===== src/rtl/dec2_4.sv =====
// 2-to-4 one-hot decoder with active-high enable: combinational out for
// same-cycle cascading, plus a registered copy out_q for pipelined consumers.
module dec2_4 (
    input  logic       clk,
    input  logic       reset,
    input  logic       en,
    input  logic [1:0] sel,
    output logic [3:0] out,
    output logic [3:0] out_q
);

    // Full case with an all-zero default keeps this free of latches; bit k
    // must track sel==k because cascading parents map out[3] to the top child.
    always_comb begin
        out = 4'b0000;
        if (en) begin
            case (sel)
                2'd0:    out = 4'b0001;
                2'd1:    out = 4'b0010;
                2'd2:    out = 4'b0100;
                2'd3:    out = 4'b1000;
                default: out = 4'b0000;
            endcase
        end
    end

    always_ff @(posedge clk) begin
        if (reset) out_q <= 4'b0000;
        else       out_q <= out;
    end

endmodule


===== config.mk =====
export PLATFORM = sky130hd
export DESIGN_NAME = dec2_4
export DESIGN_NICKNAME = d
export VERILOG_FILES = /design/src/rtl/dec2_4.sv
export SDC_FILE = /design/constraint.sdc
export NUM_CORES = 1
export LEC_CHECK = 0
export BUFFER_PORTS_ARGS = -buffer_cell sky130_fd_sc_hd__buf_2
export CORE_AREA = 4 4 41 43
export CTS_BUF_LIST = sky130_fd_sc_hd__clkbuf_8 sky130_fd_sc_hd__clkbuf_16
export DETAILED_ROUTE_END_ITERATION = 7
export DIE_AREA = 0 0 45 47
export MAX_ROUTING_LAYER = met4
export SYNTH_ARGS = -nofsm -noshare
export SYNTH_HDL_FRONTEND = slang
export SYNTH_SLANG_ARGS = --single-unit

===== constraint.sdc =====
create_clock -name clk -period 0.8 [get_ports clk]
set_input_delay 0.12 -clock clk [delete_from_list [all_inputs] [get_ports clk]]
set_output_delay 0.12 -clock clk [all_outputs]
set_load 0.01 [all_outputs]

==> summary.txt <==
Outcome
  – Status: complete, no violations

Synthesis
  – Synth area leaders: dfxtp_1 48%, and4bb_2 15%, and3b_2 12%, nor4b_2 9.1%, and4b_1 6.1%
  – Seq cells post-synth: 4
  – Post-synth top area share: 0.485
  – Most frequent cell after synthesis: dfxtp_1
  – Dominant cell type by area after synthesis: dfxtp_1
  – Synth cell types: 7
  – Syn_nets: 17
  – Main flop type after synthesis: dfxtp_1
  – Cell area after synthesis: 165 sq um
  – Synthesized instance count: 12
  – Top post-synthesis cells by count: 4 x dfxtp_1, 2 x and3b_2, 2 x and4bb_2
  – Async SR Flop Fraction: 0
  – Seq/Total Area, Yosys: 0.485
  – EDFF count, synth: 0
  – YS warnings: 0
  – Syn avg cell area: 13.8 sq um

Finish
  – Share of layout cells above drive strength 1: 0.778
  – Post-layout nets: 34
  – Filler cell count: about 160
  – Max reg flops: 4
  – Multi-input gate area: 85.1 sq um
  – Antenna Cells: 0
  – Top reg by flops: out_q
  – Syn-to-layout area delta: 72.7%
  – Top Registers: out_q x4
  – Sequential cell area: 80.1 sq um

Floorplanning
  – Boundary Pins: 13
  – Chip width: 45 microns
  – Die Height: 47 microns
  – Die area: 2120 sq um
  – Row Count: 13
  – Initial Util: 0.127
  – Area of the core: 1300 sq um

Critical path
  – Crit path cell chain: buf_2
  – Max incr delay on CP: 0.30 ns
  – Critical path class: register to primary output
  – CP bufs+invs: 1
  – Arr. time, crit path: ~0.63 ns
  – Worst Setup Start Kind: register
  – Crit. path cell count: 1
  – Slowest CP cell: dfxtp_1
  – Crit end category: primary output
  – Crit path max-delay family: flip-flops
  – Worst Path Max Fanout: 1
  – Worst EP required: 0.68 ns

Drt
  – Post-DR wirelength/cell: 10.3 microns
  – Drt pass-1 iters: 2
  – Vias per cell: 3.67
  – Residual DRC: 0
  – Post-DRT Antenna Nets: 0
  – Starting DRT DRC Count: 1
  – Final wirelength: 433 microns
  – Vias: 154

Pwr
  – Pwr Density: around 2400 nW/um^2
  – Total power: 0.685 mW
  – Leak Pwr: 0.148 nW
  – VDD IR max: 0.000389 V

Hold path
  – Hold Path Depth: 2
  – Worst hold path type: primary input to register

Timing
  – Final Cycle Share: 0.939
  – Slew margin rel.: 0.885
  – Final hold violations: 0
  – Fin crit period: 0.752 ns
  – Endpoints failing setup: 0
  – Worst-Margin Slew: 0.172 ns
  – Setup TNS: 0 ns
  – RSZ-0062 raised after global routing: false
  – Slew Limit Fails: 0
  – F_max: 1.33 GHz

CTS
  – CTS Buf Count: 3
  – CTS-repair resized insts: 0
  – CTS tree: done
  – CTS hold repair buffers: 0
  – Post-CTS setup buffer count: 0
  – Longest Clk Path Bufs: 2
  – CTS clk-pin slew, worst paths: ~0.03 ns
  – Root Buffer: clkbuf_8
  – CTS H-tree lvls: 1
  – Clock sinks: 4

Flow run
  – Max cap viols: 0

Global routing
  – Total GRT Usage: 0.0547
  – Grt ovf: 0
  – Vias in the first global route: 158
  – First-pass GRT wire length: approximately 660 microns
  – Largest net degree at the start of global routing: 9
  – Antenna violations before repair: 0

Placement
  – GPL Wtd Cong: 0.608
  – Number of buffers added on ports: 12
## layout make-up
| cell class | instances | area share |
|---|---|---|
| multi-input cells | 8 | 0.298 |
| flip-flops and latches | 4 | 0.281 |
| repair buffers | 12 | 0.211 |
| clock buffers | 3 | 0.145 |
| well taps | 15 | 0.0658 |
## metrics by stage
step | cells | hold WS, ns | cell area (sq um) | worst slack, ns | util
after floorplan | 12 | 0.191 | 165 | 0.239 | -
after global placement | 39 | 0.328 | 244 | 0.0697 | 0.188
after detailed placement | 39 | 0.333 | 244 | 0.0609 | 0.188
after CTS | 42 | 0.110 | 285 | 0.0418 | 0.219
after global routing | 42 | 0.130 | 285 | 0.0101 | 0.219
final | 42 | 0.113 | 285 | 0.0485 | 0.219
## per-layer routing
layer | share of wire | global-route usage
met1 | 0.48 | 0.0547
met2 | 0.28 | 0.0537
met3 | 0.20 | 0.0345
met4 | 0.039 | 0.0877
met5 | 0 | -
## layout by cell type, fill, tap and decap left out
cell / instances
dfxtp_1: 4
nor3b_1: 1
buf_2: 12
and4b_1: 1
and3b_2: 2
nor4b_2: 1
and3_2: 1
and4bb_2: 2
clkbuf_8: 3
## worst paths after layout
check,start,end,slack (ns)
min,reset,out_q[0],0.11
max,out_q[3],out_q[3],0.05
## power breakdown
| part | total, mW | switching (mW) | leakage, nW | internal (mW) |
|---|---|---|---|---|
| sequential | 0.207 | 0.00113 | 0.0326 | 0.206 |
| combinational | 0.0601 | 0.0307 | 0.0937 | 0.0295 |
| clock | 0.418 | 0.0977 | 0.0216 | 0.320 |
| total | 0.685 | 0.130 | 0.148 | 0.556 |
## cells by family (layout without fill, tap and decap cells)
| logic type | after synthesis | in the layout | share of synthesized area |
|---|---|---|---|
| flip-flops | 4 | 4 | 0.485 |
| AND/OR/NAND/NOR | 8 | 8 | 0.515 |
| buffers and inverters | 0 | 15 | 0 |
No activity file was read; power rests on OpenSTA's default activity.
